<file path="config.mk">
export PLATFORM = sky130hd
export DESIGN_NAME = mem_load_queue_flat
export DESIGN_NICKNAME = d
export VERILOG_FILES = /design/src/rtl/mem_load_queue_if.sv /design/src/rtl/mem_load_queue.sv /design/src/flat_wrapper.sv
export SDC_FILE = /design/constraint.sdc
export NUM_CORES = 1
export LEC_CHECK = 0
export BUFFER_PORTS_ARGS = -buffer_cell sky130_fd_sc_hd__buf_2
export CAP_MARGIN = 20
export CORE_UTILIZATION = 50
export DETAILED_ROUTE_END_ITERATION = 8
export PLACE_DENSITY = 0.8
export SYNTH_ARGS = -nofsm -noshare
export SYNTH_HDL_FRONTEND = slang
export SYNTH_SLANG_ARGS = --single-unit
</file>
<file path="constraint.sdc">
create_clock -name clk -period 4.8 [get_ports clk]
set_input_delay 0.24 -clock clk [delete_from_list [all_inputs] [get_ports clk]]
set_output_delay 0.24 -clock clk [all_outputs]
set_load 0.1 [all_outputs]
</file>
<file path="src/rtl/mem_load_queue_if.sv">
// Handshake bundle for the load queue: request/issue, memory response and writeback.
interface mem_load_queue_if #(parameter int TAG_W = 5);
  logic             req_valid;
  logic             req_ready;
  logic [6:0]       req_op;
  logic [31:0]      req_addr;
  logic [TAG_W-1:0] req_tag;
  logic             req_rf_wr;
  logic             req_adel;
  logic             mem_req_valid;
  logic             mem_req_ready;
  logic [31:0]      mem_req_addr;
  logic             mem_resp_valid;
  logic [31:0]      mem_resp_data;
  logic             flush;
  logic             wb_valid;
  logic             wb_ready;
  logic [TAG_W-1:0] wb_tag;
  logic [3:0]       wb_we;
  logic [31:0]      wb_data;

  modport master (
    output req_valid, req_op, req_addr, req_tag, req_rf_wr, mem_req_ready,
           mem_resp_valid, mem_resp_data, flush, wb_ready,
    input  req_ready, req_adel, mem_req_valid, mem_req_addr, wb_valid, wb_tag, wb_we, wb_data
  );

  modport slave (
    input  req_valid, req_op, req_addr, req_tag, req_rf_wr, mem_req_ready,
           mem_resp_valid, mem_resp_data, flush, wb_ready,
    output req_ready, req_adel, mem_req_valid, mem_req_addr, wb_valid, wb_tag, wb_we, wb_data
  );
endinterface

</file>
<file path="src/rtl/mem_load_queue.sv">
// In-order load queue: issues word-aligned reads, tracks DEPTH outstanding loads and
// aligns/extends each returned word into a register writeback with byte enables.
module mem_load_queue #(
  parameter int DEPTH      = 4,
  parameter int TAG_W      = 5,
  parameter int BIG_ENDIAN = 0
) (
  input  logic            clk,
  input  logic            rst,
  mem_load_queue_if.slave lq
);
  localparam int PW = $clog2(DEPTH);
  localparam int CW = $clog2(DEPTH + 1);
  localparam logic [CW-1:0] DEPTH_C = CW'(DEPTH);
  localparam logic [1:0]    LANE_X  = (BIG_ENDIAN != 0) ? 2'b11 : 2'b00;
  localparam int OP_LB = 0, OP_LBU = 1, OP_LH = 2, OP_LHU = 3, OP_LW = 4, OP_LWL = 5, OP_LWR = 6;

  logic [6:0]       op_q   [DEPTH];
  logic [1:0]       off_q  [DEPTH];
  logic [TAG_W-1:0] tag_q  [DEPTH];
  logic [31:0]      data_q [DEPTH];
  logic [DEPTH-1:0] rfwr_q, dvalid_q, kill_q;
  logic [PW-1:0]    head_q, head_d, tail_q, tail_d, fill_q, fill_d;
  logic [CW-1:0]    count_q, count_d;
  logic             misalign, space, enq, ret, head_live;

  // Returns {we, data} for one load given its byte lane and the raw memory word.
  function automatic logic [35:0] align_word(input logic [6:0] op, input logic [1:0] lane,
                                             input logic rf_wr, input logic [31:0] d);
    logic signed [7:0]  b;
    logic signed [15:0] h;
    logic [31:0]        r;
    logic [3:0]         we;
    b  = d[{lane, 3'b000} +: 8];
    h  = lane[1] ? d[31:16] : d[15:0];
    r  = d;
    we = rf_wr ? 4'hF : 4'h0;
    if (op[OP_LB])       r = 32'(b);
    else if (op[OP_LBU]) r = {24'h0, b};
    else if (op[OP_LH])  r = 32'(h);
    else if (op[OP_LHU]) r = {16'h0, h};
    else if (op[OP_LWL]) begin
      case (lane)
        2'd0: begin r = {d[7:0], 24'h0};  we = 4'h8; end
        2'd1: begin r = {d[15:0], 16'h0}; we = 4'hC; end
        2'd2: begin r = {d[23:0], 8'h0};  we = 4'hE; end
        2'd3: begin r = d;                we = 4'hF; end
      endcase
    end else if (op[OP_LWR]) begin
      case (lane)
        2'd0: begin r = d;                 we = 4'hF; end
        2'd1: begin r = {8'h0, d[31:8]};   we = 4'h7; end
        2'd2: begin r = {16'h0, d[31:16]}; we = 4'h3; end
        2'd3: begin r = {24'h0, d[31:24]}; we = 4'h1; end
      endcase
    end
    return {we, r};
  endfunction

  assign misalign = ((lq.req_op[OP_LH] | lq.req_op[OP_LHU]) & lq.req_addr[0]) |
                    (lq.req_op[OP_LW] & (lq.req_addr[1:0] != 2'b00));
  assign space     = count_q < DEPTH_C;
  assign head_live = (count_q != '0) & dvalid_q[head_q];

  assign lq.req_adel      = lq.req_valid & misalign;
  assign lq.req_ready     = ~rst & lq.mem_req_ready & space & ~lq.flush & ~lq.req_adel;
  assign lq.mem_req_valid = ~rst & lq.req_valid & ~lq.req_adel & space & ~lq.flush;
  assign lq.mem_req_addr  = {lq.req_addr[31:2], 2'b00};
  assign lq.wb_valid      = ~rst & head_live & ~kill_q[head_q];
  assign lq.wb_tag        = tag_q[head_q];
  assign {lq.wb_we, lq.wb_data} = align_word(op_q[head_q], off_q[head_q] ^ LANE_X,
                                             rfwr_q[head_q], data_q[head_q]);

  assign enq = lq.mem_req_valid & lq.mem_req_ready;
  assign ret = head_live & (kill_q[head_q] | lq.wb_ready);

  always_comb begin
    head_d  = ret ? head_q + PW'(1) : head_q;
    tail_d  = enq ? tail_q + PW'(1) : tail_q;
    fill_d  = lq.mem_resp_valid ? fill_q + PW'(1) : fill_q;
    count_d = count_q + CW'(enq) - CW'(ret);
  end

  // Control state: pointers, occupancy and per-entry status bits.
  always_ff @(posedge clk) begin
    if (rst) begin
      head_q   <= '0;
      tail_q   <= '0;
      fill_q   <= '0;
      count_q  <= '0;
      dvalid_q <= '0;
      kill_q   <= '0;
    end else begin
      head_q  <= head_d;
      tail_q  <= tail_d;
      fill_q  <= fill_d;
      count_q <= count_d;
      // Killing every slot is safe: free slots clear kill when they are next enqueued.
      if (lq.flush) kill_q <= '1;
      if (lq.mem_resp_valid) dvalid_q[fill_q] <= 1'b1;
      if (enq) begin
        dvalid_q[tail_q] <= 1'b0;
        kill_q[tail_q]   <= 1'b0;
      end
      if (ret) begin
        dvalid_q[head_q] <= 1'b0;
        kill_q[head_q]   <= 1'b0;
      end
    end
  end

  // Payload storage: written on enqueue and on response, never reset.
  always_ff @(posedge clk) begin
    if (enq) begin
      op_q[tail_q]   <= lq.req_op;
      off_q[tail_q]  <= lq.req_addr[1:0];
      tag_q[tail_q]  <= lq.req_tag;
      rfwr_q[tail_q] <= lq.req_rf_wr;
    end
    if (lq.mem_resp_valid) data_q[fill_q] <= lq.mem_resp_data;
  end
endmodule

</file>
<file path="src/flat_wrapper.sv">
// flat-port wrapper written by rule: the top's interface ports become plain ports
module mem_load_queue_flat 
#(
  parameter int DEPTH      = 4,
  parameter int TAG_W      = 5,
  parameter int BIG_ENDIAN = 0
)
  (clk, rst, lq_req_valid, lq_req_op, lq_req_addr, lq_req_tag, lq_req_rf_wr, lq_mem_req_ready, lq_mem_resp_valid, lq_mem_resp_data, lq_flush, lq_wb_ready, lq_req_ready, lq_req_adel, lq_mem_req_valid, lq_mem_req_addr, lq_wb_valid, lq_wb_tag, lq_wb_we, lq_wb_data);
  mem_load_queue_if #(.TAG_W(TAG_W)) lq_i ();
  input  logic clk;
  input  logic rst;
  input wire logic [$bits(lq_i.req_valid)-1:0] lq_req_valid;
  input wire logic [$bits(lq_i.req_op)-1:0] lq_req_op;
  input wire logic [$bits(lq_i.req_addr)-1:0] lq_req_addr;
  input wire logic [$bits(lq_i.req_tag)-1:0] lq_req_tag;
  input wire logic [$bits(lq_i.req_rf_wr)-1:0] lq_req_rf_wr;
  input wire logic [$bits(lq_i.mem_req_ready)-1:0] lq_mem_req_ready;
  input wire logic [$bits(lq_i.mem_resp_valid)-1:0] lq_mem_resp_valid;
  input wire logic [$bits(lq_i.mem_resp_data)-1:0] lq_mem_resp_data;
  input wire logic [$bits(lq_i.flush)-1:0] lq_flush;
  input wire logic [$bits(lq_i.wb_ready)-1:0] lq_wb_ready;
  output wire logic [$bits(lq_i.req_ready)-1:0] lq_req_ready;
  output wire logic [$bits(lq_i.req_adel)-1:0] lq_req_adel;
  output wire logic [$bits(lq_i.mem_req_valid)-1:0] lq_mem_req_valid;
  output wire logic [$bits(lq_i.mem_req_addr)-1:0] lq_mem_req_addr;
  output wire logic [$bits(lq_i.wb_valid)-1:0] lq_wb_valid;
  output wire logic [$bits(lq_i.wb_tag)-1:0] lq_wb_tag;
  output wire logic [$bits(lq_i.wb_we)-1:0] lq_wb_we;
  output wire logic [$bits(lq_i.wb_data)-1:0] lq_wb_data;
  assign lq_i.req_valid = lq_req_valid;
  assign lq_i.req_op = lq_req_op;
  assign lq_i.req_addr = lq_req_addr;
  assign lq_i.req_tag = lq_req_tag;
  assign lq_i.req_rf_wr = lq_req_rf_wr;
  assign lq_i.mem_req_ready = lq_mem_req_ready;
  assign lq_i.mem_resp_valid = lq_mem_resp_valid;
  assign lq_i.mem_resp_data = lq_mem_resp_data;
  assign lq_i.flush = lq_flush;
  assign lq_i.wb_ready = lq_wb_ready;
  assign lq_req_ready = lq_i.req_ready;
  assign lq_req_adel = lq_i.req_adel;
  assign lq_mem_req_valid = lq_i.mem_req_valid;
  assign lq_mem_req_addr = lq_i.mem_req_addr;
  assign lq_wb_valid = lq_i.wb_valid;
  assign lq_wb_tag = lq_i.wb_tag;
  assign lq_wb_we = lq_i.wb_we;
  assign lq_wb_data = lq_i.wb_data;
  mem_load_queue #(.DEPTH(DEPTH), .TAG_W(TAG_W), .BIG_ENDIAN(BIG_ENDIAN)) u_core (.clk(clk), .rst(rst), .lq(lq_i));
endmodule
</file>
==> results of run 1 <==
-- where the power goes --
part           switching, µW  internal [µW]  total, µW
Clock                    623            933       1560
Combinational            623            222        845
Sequential              29.1           2000       2030
-- cell usage in the layout (no fill, tap or decap), types with 3 or more instances in the layout --
master and n:
edfxtp_1 184, buf_2 98, mux4_2 46, dlygate4sd3_1 45, nor2_1 44, mux2i_1 32
clkbuf_16 20, a21oi_1 17, dfxtp_1 17, nand2_1 15, ha_1 14, mux2_2 12
and2_1 12, o211ai_1 11, a31oi_1 10, o31ai_1 10, nor2b_1 10, a221oi_1 9
o22ai_1 9, inv_1 9, nand3_1 8, a211o_1 8, a311oi_1 8, nor3_1 8
buf_4 8, o21ai_0 6, a21o_1 5, xnor2_1 4, and3_1 3, o211a_1 3
a221o_1 3, nor2_2 3, bufinv_16 3, clkinv_2 3, clkbuf_1 3
-- final timing paths --
path | to | slack, ps | cells after the start
worst max-delay path | lq_wb_data[26] | 590 | 7
worst min-delay path | u_core.off_q[3][0] | 20 | 1
worst max register to register | u_core.count_q[2] | 2000 | 10
worst min register to register | u_core.dvalid_q[2] | 490 | 2
-- worst reg2reg max path, delay by kind of cell (launching register included) --
| family | cells | cell delay [ps] |
|---|---|---|
| buffers and inverters | 2 | 110 |
| adder cells (fa/ha/maj) | 3 | 860 |
| XOR/XNOR | 1 | 170 |
| multiplexers | 1 | 570 |
| AND/OR/NAND/NOR | 2 | 300 |
| flip-flops | 1 | 550 |
| AO/OA/AOI/OAI | 1 | 110 |
-- metrics by stage --
stage / total power, µW / hold slack (ps) / setup slack, ps / area [µm²] / utilization
finish: 4430 / 19.9 / 592 / 11100 / 0.591
global route: 4570 / 11.8 / 476 / 11100 / 0.591
CTS: 4440 / 13.1 / 676 / 11100 / 0.591
detailed placement: 2870 / 457 / 1200 / 9940 / 0.531
global placement: 2850 / 448 / 1350 / 9940 / 0.531
floorplan: 2810 / 339 / 429 / 9530 / -
-- synth_stat cells (all sizes together) --
master and count:
mux2i 33, a211oi 1, a32oi 1, mux4 48
and3 3, buf 57, nor4 2, and3b 1
xor2 1, dfxtp 19, mux2 12, o21ai 9
a31oi 11, o21a 2, o22ai 9, a221oi 9
nor2 47, and2 12, nand2 15, o211ai 11
a21oi 17, nor2b 10, and4b 1, o211a 3
nor3 8, o31ai 10, clkbuf 10, nand2b 2
edfxtp 184, xnor2 4, or2 3, inv 9
a21o 5, a311oi 8, fa 1, a211o 8
nand3 8, a221o 3, a21boi 1, ha 14
conb 1
-- cell type report --
| class | count | area [µm²] | share of cell area |
|---|---|---|---|
| sequential | 203 | 5910 | 0.535 |
| timing repair buffer | 151 | 1000 | 0.0906 |
| clock buffer | 23 | 512 | 0.0463 |
| tap | 234 | 293 | 0.0265 |
| multi-input combinational | 335 | 3150 | 0.285 |
| clock inverter | 12 | 154 | 0.0139 |
| inverter | 9 | 33.8 | 0.00306 |
-- what timing repair did --
item,4_1_cts,5_1_grt
hold buffers,45,0
setup endpoints to repair,0,0
hold endpoints to repair,180,0
-- logic make-up (layout without fill, tap and decap cells) --
| family | after synthesis | in the layout |
|---|---|---|
| DFF | 203 | 203 |
| and+or+nand+nor | 112 | 112 |
| AOI/OAI and AO/OA | 108 | 108 |
| muxes | 93 | 93 |
| buffers and inverters | 76 | 195 |
| adders and majority gates | 15 | 15 |
| xor gates and xnor gates | 5 | 5 |
| other | 1 | 2 |
-- layer usage --
| metal | wire length [µm] | vias to the layer above | GRT usage |
|---|---|---|---|
| li1 | - | 2621 | - |
| met1 | 8510 | 2972 | 0.299 |
| met2 | 10800 | 374 | 0.378 |
| met3 | 2040 | 83 | 0.0390 |
| met4 | 964 | 0 | 0.115 |
| met5 | 0 | - | 0 |
-- registers in the layout, indices dropped and copies added, names as in the netlist, named ones only --
register,flops
u_core.tail_q,2
u_core.tag_q,20
u_core.off_q,8
u_core.head_q,2
u_core.op_q,24
u_core.data_q,128
u_core.dvalid_q,4
u_core.kill_q,4
u_core.count_q,3
u_core.fill_q,2
u_core.rfwr_q,4
==> results.md, run 1 <==
- Number of clock sinks: 203
- DR vias/cell: 6.26
- Diodes inserted: 0
- Initial antenna violation count: 0
- Critical Path AT: 3970 ps
- Fin Setup TNS: 0 ps
- Vias in the first global route: 6083
- Synth unique cells: 52
- Syn. warnings: 0
- Type of origin of the critical path: register
- CTS tree: yes
- Drt wl/cell: 23.1 µm
- Final ANT Viol Nets: 0
- DIE WIDTH: 140 µm
- Clock Skew: 20.1 ps
- Synth Area in XOR/XNOR: 0.00460
- DP Cell Count: 887
- Cell Pwr Density: 401 nW/µm²
- Worst Setup End Kind: output pin
- Average size of a mapped cell: 15.5 µm²
- Syn Inst Count: 613
- CTS H-tree lvls: 1
- CP top delay family: multiplexers
- Fmax: 0.238 GHz
- RD Place Congestion: 0.909
- Post-route DRC: 0
- Combinational family with the most area after synthesis: multiplexers
- Status: finished, final reports clean
- Clock root cell: clkbuf_16
- Detail Placement HPWL: 15100 µm
- Critical Path RT: 4560 ps
- Post-synthesis sequential area ratio: 0.620
- Area Overhead vs Synth: 16.1%
- RSZ-0062 raised after global routing: no
- DRT iter0 DRCs: 661
- Critical R2R Launch: u_core.head_q[0]
- Final period utilization: 0.877
- Core area: 18700 µm²
- Slew HR: 0.417
- Site Rows: 50
- Die Y: 140 µm
- Worst Path Class, Setup: register to output pin
- Clock transition at the registers of the reported paths: 70 ps
- Overflow after GRT: 0
- Worst slew pin tran: 875 ps
- Hold path startpoint: lq_req_addr[0]
- Number of buffers created by CTS: 20
- Hold Violations, Final: 0
- # resized after CTS: 0
- Post-route minimum period: 4210 ps
- Top cell type's share of synthesized area: 0.580
- Die ar.: 19600 µm²
- Slowest CP cell: mux4_2
- Final WL: 22300 µm
- DRT Pass-1 Iters: 5
- Cell taking the most area after synthesis: edfxtp_1
- Top post-synthesis cells by area: edfxtp_1, mux4_2, dfxtp_1
- Cell leakage power: 0.00387 µW
- Synth Area in Adders: 0.0205
- Worst min path class: input pin to register
- Fillers: 1379
- Total number of vias: 6050
- Post-layout nets: 819
- GRT Total Usage: 0.230
- Synth Area in Compound Gates: 0.0836
- Post-synthesis mux area share: 0.165
- Slew Viols, Final: 0
- Share of cells above drive strength 1: 0.280
- Wire length of the first global-routing pass: 34200 µm
- Worst Path Max Fanout: 28
- Clk Latency, worst-skew pair: 500 ps
- CTS Buffer Depth: 3
- Largest net degree at the start of global routing: 34
- Max Cap Viol: 0
- # IOs: 161
- Worst VDD drop: 275 µV
- Initial Utilization: 0.509
- #FFs+latches synth: 203
- IO buf count: 98
- Buffers & Inverters on Critical Path: 2
- Post-Layout Cell Count: 967
- Max incr delay on CP: 880 ps
- Mapped cell area: 9520 µm²
- Setup bufs post-CTS: 0
- # setup viols final: 0
- Simple-Gate Fraction of Synth Area: 0.0566
- CP Cell Sequence: mux4_2, mux2i_1, o22ai_1, buf_4, a21oi_1, a31oi_1, buf_2
Note: power is estimated with default switching activity, not from simulation.
==> run 2, diff against run 1 <==
Settings changed: ABC_AREA set to 1.
==> run 2 against run 1 <==
  * Via count grew 39%
  * Clock-buffer cell count grew 2
  * Non-clock buffer count rose by 1
  * Global-route usage rose by 0.77 points
  * Clock skew is 1.4 ps lower
  * Sequential power hardly changed
  * Die area is 11% higher
  * Core utilization decreased by 0.80 points
  * Critical path depth up 1
  * Register-to-register slack got worse by 110 ps
  * Synthesized cell count rose by 90%
  * Total power increased by 12%
==> results.md, run 2 <==
- Clk Latency, worst-skew pair: 500 ps (about the same)
- Final ANT Viol Nets: 0 (unchanged)
- Detail Placement HPWL: 16200 µm (+7.4%)
- # setup viols final: 0 (unchanged)
- Die ar.: 21700 µm² (+11%)
- Worst Path Class, Setup: register to output pin
- Commonest non-fill, non-tap cell in the layout: nand2_1
- Int Pwr: 3180 µW (+0.95%)
- Post-synth EDFFs: 184 (unchanged)
- DIE WIDTH: 147 µm (+5.3%)
- Fmax: 0.238 GHz (about the same)
- Die Y: 147 µm (+5.3%)
- Regs by FF count: u_core.data_q (128), u_core.op_q (24), u_core.tag_q (20)
- Critical Path RT: 4560 ps (about the same)
- Drt wl/cell: 16.9 µm (-27%)
- Worst min path class: input pin to register
- Slew Viols, Final: 0 (unchanged)
- Syn. warnings: 0 (unchanged)
- Critical Path AT: 3970 ps (about the same)
- Post-Layout Cell Count: 1538 (+59%)
- Post-synthesis sequential area ratio: 0.558 (-0.0619)
- GRT Total Usage: 0.238 (+0.00766)
- Max Cap Viol: 0 (unchanged)
- Cell Pwr Density: 417 nW/µm² (+4.0%)
- Switch share: 0.361 (+0.0726)
- Post-layout nets: 1352 (+65%)
- Post-route DRC: 0 (unchanged)
- Share of power burned in registers: 0.405 (-0.053)
- Number of clock sinks: 203 (unchanged)
- CTS Buffer Depth: 3 (unchanged)
- DR vias/cell: 5.48 (-12%)
- Largest net degree at the start of global routing: 102 (+200%)
- Number of flip-flops in the largest register: 128 (unchanged)
- Place WS: 1140 ps (-66.6 ps)
- Number of buffers created by CTS: 21 (+5.0%)
- Core area: 20500 µm² (+9.6%)
- Net Switching: 1790 µW (+41%)
- Worst slew pin tran: 1010 ps (+132 ps)
- Slew HR: 0.328 (-0.0883)
- DRT iter0 DRCs: 901 (+36%)
- Combinational Power Share: 0.282 (+0.091)
- Clock Skew: 18.6 ps (-1.45 ps)
- Share of total power in the clock network: 0.313 (-0.039)
- Worst VDD drop: 251 µV (-8.6%)
- CTS tree: yes
- Fin Setup TNS: 0 ps (unchanged)
- Most frequent cells in the layout: nand2_1, edfxtp_1, nand3_1
- Wire length of the first global-routing pass: 40600 µm (+19%)
- Setup bufs post-CTS: 0 (unchanged)
- Initial Utilization: 0.516 (+0.00709)
- Hold-fix buffers at CTS: 45 (unchanged)
- Vias in the first global route: 7785 (+28%)
- Synth cell count leaders: nand2_1, edfxtp_1, nand3_1
- Fillers: 1718 (+25%)
- RSZ-0062 raised after global routing: no
- Post-route minimum period: 4210 ps (+0.486 ps)
- Clock transition at the registers of the reported paths: 60 ps (about the same)
- Hold Violations, Final: 0 (unchanged)
- Final period utilization: 0.877 (about the same)
- Initial antenna violation count: 2 (+2)
- Synth Flop Type: edfxtp_1
- FF-to-FF setup slack: 1890 ps (-110 ps)
- Synth unique cells: 42 (-19%)
- Worst Setup End Kind: output pin
- RD Place Congestion: 0.988 (+8.6%)
- Cell leakage power: 0.00505 µW (+30%)
- Clock root cell: clkbuf_16
- Setup WS post-layout: 591 ps (-0.486 ps)
- Status: finished, final reports clean
- Mapped cell area: 10600 µm² (+11%)
- Total number of vias: 8423 (+39%)
- # IOs: 161 (unchanged)
- Site Rows: 52 (+4.0%)
- Type of origin of the critical path: register
- Average size of a mapped cell: 9.10 µm² (-41%)
- Syn Inst Count: 1163 (+90%)
- IO buf count: 98 (unchanged)
- DP Cell Count: 1455 (+64%)
- Top cell type's share of synthesized area: 0.522 (-0.0579)
- # resized after CTS: 0 (unchanged)
- Area Overhead vs Synth: 12.9%
- Share of cells above drive strength 1: 0.148 (-0.131)
- #FFs+latches synth: 203 (unchanged)
- Final WL: 26000 µm (+17%)
- Top post-synthesis cells by area: edfxtp_1, nand2_1, nand3_1
- CTS H-tree lvls: 1 (unchanged)
- Biggest register: u_core.data_q
- DRT Pass-1 Iters: 6 (+1)
- Async SR Flop Fraction: 0 (unchanged)
- Most numerous cell in the Yosys netlist: nand2_1
- Overflow after GRT: 0 (unchanged)
- Cell taking the most area after synthesis: edfxtp_1
- Worst Path Max Fanout: 27 (-3.6%)
-- run 2: cell types whose count changed after synthesis, sizes merged, moves of 41 or more --
cell / previous run / this run
inv: 9 / 82
a21oi: 17 / 58
nand3: 8 / 143
o21ai: 9 / 52
nand2: 15 / 428
mux4: 48 / 0
-- run 2: logic make-up (layout without fill, tap and decap cells) --
logic type                 Yosys count  after routing  share of synthesized area
and+or+nand+nor                    652            652                      0.271
DFF                                203            203                      0.558
AOI/OAI and AO/OA                  120            120                     0.0599
buffers and inverters              171            273                     0.0912
adders and majority gates           15             15                     0.0185
other                                1              4                   0.000355
xor gates and xnor gates             1              1                   0.000828
-- run 2: through the flow --
step                      instance area, µm²  hold slack (ps)  utilization  total power (µW)
final                                  11900             9.18        0.583              4980
after global placement                 10800              454        0.529              3390
after detailed placement               10800              458        0.529              3400
after CTS                              11900            0.211        0.583              4970
after floorplan                        10600              311            -              3280
after global routing                   11900             10.7        0.583              5150
-- run 2: layout make-up --
cell class | count | area [µm²] | area share
Sequential cell | 203 | 5910 | 0.495
Inverter | 85 | 319 | 0.0267
Multi-Input combinational cell | 790 | 3710 | 0.311
Antenna cell | 2 | 5.00 | 0.000419
Timing Repair Buffer | 152 | 1010 | 0.0844
Tap cell | 270 | 338 | 0.0283
Clock buffer | 25 | 541 | 0.0452
Clock inverter | 11 | 113 | 0.00943
-- run 2: worst paths after layout --
| check | to | from | depth (start not counted) |
|---|---|---|---|
| worst min-delay path | u_core.op_q[2][3] | lq_req_op[3] | 1 |
| worst max register to register | u_core.count_q[2] | u_core.head_q[0] | 13 |
| worst min register to register | u_core.kill_q[0] | u_core.kill_q[0] | 2 |
| worst max-delay path | lq_wb_we[1] | register | 8 |
-- run 2: layer usage --
| layer | track usage | wire length (µm) | vias to the layer above |
|---|---|---|---|
| met5 | 0 | 0 | - |
| met4 | 0.0804 | 622 | 0 |
| met3 | 0.0423 | 2450 | 60 |
| met2 | 0.384 | 12100 | 444 |
| met1 | 0.326 | 10900 | 3890 |
| li1 | - | - | 4029 |
-- run 2: power groups by stage --
stage	Clock (µW)	Sequential, µW	Combinational (µW)
global route	1640	2020	1490
global placement	0	2050	1340
detailed placement	0	2050	1350
CTS	1570	2020	1380
finish	1560	2020	1400
floorplan	0	2040	1240
-- run 2: worst max-delay path, stage by stage (launching register included) --
cell     delay, ps
dfxtp_2        720
inv_2          410
o21ai_0        170
o22a_1         620
nand2_4        180
nor2_2         560
a21oi_1        170
a21oi_1        170
buf_2          450
==> run 3, diff against run 2 <==
Settings changed: RECOVER_POWER set to 100.
==> run 3 against run 2 <==
  * The flow now finishes with violations (max-capacitance violations, max-slew violations)
  * Combinational power about the same
  * Via count down 0.63%
  * Sequential share of layout area up 0.38 points
  * Final cell count unchanged
  * Critical endpoint unchanged
==> results.md, run 3 (synthesis gave the netlist of run 2 again) <==
- CP top delay family: compound AO/OA/AOI/OAI gates
- Cell Pwr Density: 419 nW/µm² (+0.60%)
- Number of flip-flops in the largest register: 128 (unchanged)
- Number of buffers created by CTS: 21 (unchanged)
- Biggest register: u_core.data_q
- Fin util: 0.578 (-0.00446)
- Int Pwr: 3170 µW (-0.25%)
- Final period utilization: 0.897 (+0.0207)
- Clock Skew: 18.1 ps (-0.499 ps)
- Worst min path class: input pin to register
- Slew HR: -0.494 (-0.822)
- GRT Total Usage: 0.238 (unchanged)
- Share of total power in the clock network: 0.313 (about the same)
- Commonest non-fill, non-tap cell in the layout: nand2_1
- Register area: 5910 µm² (unchanged)
- Max Cap Viol: 4 (+4)
- Status: complete, but fails checks
- DP Cell Count: 1455 (unchanged)
- Fin Setup TNS: 0 ps (unchanged)
- Die Y: 147 µm (unchanged)
- Worst Path Max Fanout: 27 (unchanged)
- Most frequent cells in the layout: nand2_1, edfxtp_1, nand3_1
- DIE WIDTH: 147 µm (unchanged)
- Fillers: 1760 (+2.4%)
- Switch share: 0.361 (+0.000539)
- Cell leakage power: 0.00488 µW (-3.4%)
- Slew Viols, Final: 136 (+136)
- Tot Pwr: 4970 µW (-0.17%)
- Worst Path Class, Setup: register to output pin
- Stages on the worst setup path: 8 (unchanged)
- Hold depth: 3 (+2)
- Place WS: 1140 ps (unchanged)
- FF-to-FF setup slack: 1760 ps (-130 ps)
- IO buf count: 98 (unchanged)
- Critical Path AT: 4070 ps (+100 ps)
- Buffers & Inverters on Critical Path: 2 (unchanged)
- CP most frequent cell: a21oi_1
- Die ar.: 21700 µm² (unchanged)
- DRT iter0 DRCs: 910 (+1.0%)
- # IOs: 161 (unchanged)
- Share of cells above drive strength 1: 0.0972 (-0.0513)
- Core area: 20500 µm² (unchanged)
- R2R Path End: u_core.count_q[2]
- CTS H-tree lvls: 1 (unchanged)
- Post-Layout Cell Count: 1538 (unchanged)
- Largest net degree at the start of global routing: 102 (unchanged)
- Initial Utilization: 0.516 (unchanged)
- Hold path startpoint: lq_flush
- CTS Buffer Depth: 3 (unchanged)
- Worst VDD drop: 252 µV (+0.45%)
- Overflow after GRT: 0 (unchanged)
- Clock root cell: clkbuf_16
- Post-layout nets: 1352 (unchanged)
- Regs by FF count: u_core.data_q (128), u_core.op_q (24), u_core.tag_q (20)
- Post-route minimum period: 4310 ps (+99.4 ps)
- RD Place Congestion: 0.988 (unchanged)
- DRT Pass-1 Iters: 6 (unchanged)
- Hold Violations, Final: 0 (unchanged)
- Area Overhead vs Synth: 12.1%
- Failing checks: max-capacitance violations, max-slew violations
- Worst slew pin tran: 2240 ps (+1230 ps)
- Register-to-Register Path Depth: 14 (+1)
- Total number of vias: 8370 (-0.63%)
- Site Rows: 52 (unchanged)
- Final WL: 25900 µm (-0.45%)
- Slowest CP cell: dfxtp_2
- Setup WS post-layout: 492 ps (-99.4 ps)
- Post-route DRC: 0 (unchanged)
- Number of clock sinks: 203 (unchanged)
- Worst Setup End Kind: output pin
- CTS tree: yes
- Critical Path RT: 4560 ps (about the same)
- Critical R2R Launch: u_core.head_q[0]
- # resized after CTS: 0 (unchanged)
- # setup viols final: 0 (unchanged)
- Initial antenna violation count: 2 (unchanged)
- Wire length of the first global-routing pass: 40600 µm (unchanged)
- Detail Placement HPWL: 16200 µm (unchanged)
- Multi-input combinational cell area: 3710 µm² (-0.13%)
- CP Cell Sequence: inv_2, o21ai_0, o22a_1, nand2_4, nor2_2, a21oi_1, a21oi_1, clkbuf_2
- RSZ-0062 raised after global routing: no
- Net Switching: 1790 µW (about the same)
- Clk Latency, worst-skew pair: 500 ps (about the same)
- Type of origin of the critical path: register
- Worst setup path endpoint: lq_wb_we[1]
- Share of power burned in registers: 0.407 (+0.002)
- Clock transition at the registers of the reported paths: 60 ps (about the same)
- Setup bufs post-CTS: 0 (unchanged)
- Drt wl/cell: 16.9 µm (-0.45%)
- Combinational Power Share: 0.280 (-0.002)
- DR vias/cell: 5.44 (-0.63%)
- Vias in the first global route: 7785 (unchanged)
- Fmax: 0.232 GHz (-2.3%)
- Max incr delay on CP: 720 ps (about the same)
- Final ANT Viol Nets: 0 (unchanged)
run 3: cell types whose count changed in the layout (fill, tap and decap cells not counted):
cell,change
buf_4,-6
inv_1,+4
clkbuf_1,+59
clkbuf_2,+33
inv_2,-4
buf_2,-87
nor2_1,+2
clkbuf_4,+1
nor2_2,-2
run 3: power by group through the flow:
stage | Clock, µW | Sequential [µW] | Combinational, µW
final | 1560 | 2020 | 1390
after global routing | 1640 | 2020 | 1480
after CTS | 1570 | 2020 | 1380
after detailed placement | 0 | 2050 | 1350
after global placement | 0 | 2050 | 1340
after floorplan | 0 | 2040 | 1240
run 3: layout make-up:
cell class                 instances  share of cell area
inverter                          85              0.0269
sequential                       203               0.498
multi-input combinational        790               0.313
tap                              270              0.0285
antenna                            2            0.000422
timing repair buffer             152              0.0778
clock inverter                    11             0.00950
clock buffer                      25              0.0456
run 3: what timing repair did:
action / CTS / global route
endpoints found under the hold margin: 176 / 0
hold buffers: 45 / 0
setup endpoints to repair: 0 / 0
run 3: worst min path at each step:
| stage | end | slack [ps] |
|---|---|---|
| detailed placement | u_core.data_q[1][28] | 460 |
| global route | u_core.kill_q[0] | 70 |
| finish | u_core.kill_q[2] | 70 |
| CTS | u_core.op_q[2][3] | 0.2 |
| floorplan | u_core.count_q[0] | 310 |
| global placement | u_core.data_q[1][17] | 450 |
run 3: tightest hold or removal path, cell delays in order:
cell and delay (ps):
buf_2 140, nor2_1 90, nor2_1 50
run 3: routing by layer:
metal / part of all wire / track usage / routed length (µm)
met4: 0.024 / 0.0804 / 635
met5: 0 / 0 / 0
met2: 0.46 / 0.384 / 12000
met3: 0.096 / 0.0423 / 2480
met1: 0.42 / 0.326 / 10800
run 3: metrics by stage:
stage / hold WS [ps] / instance area, µm²
3_3_place_gp: 454 / 10800
4_1_cts: 0.211 / 11900
3_5_place_dp: 458 / 10800
5_1_grt: 69.4 / 11900
2_1_floorplan: 311 / 10600
6_report: 65.7 / 11900
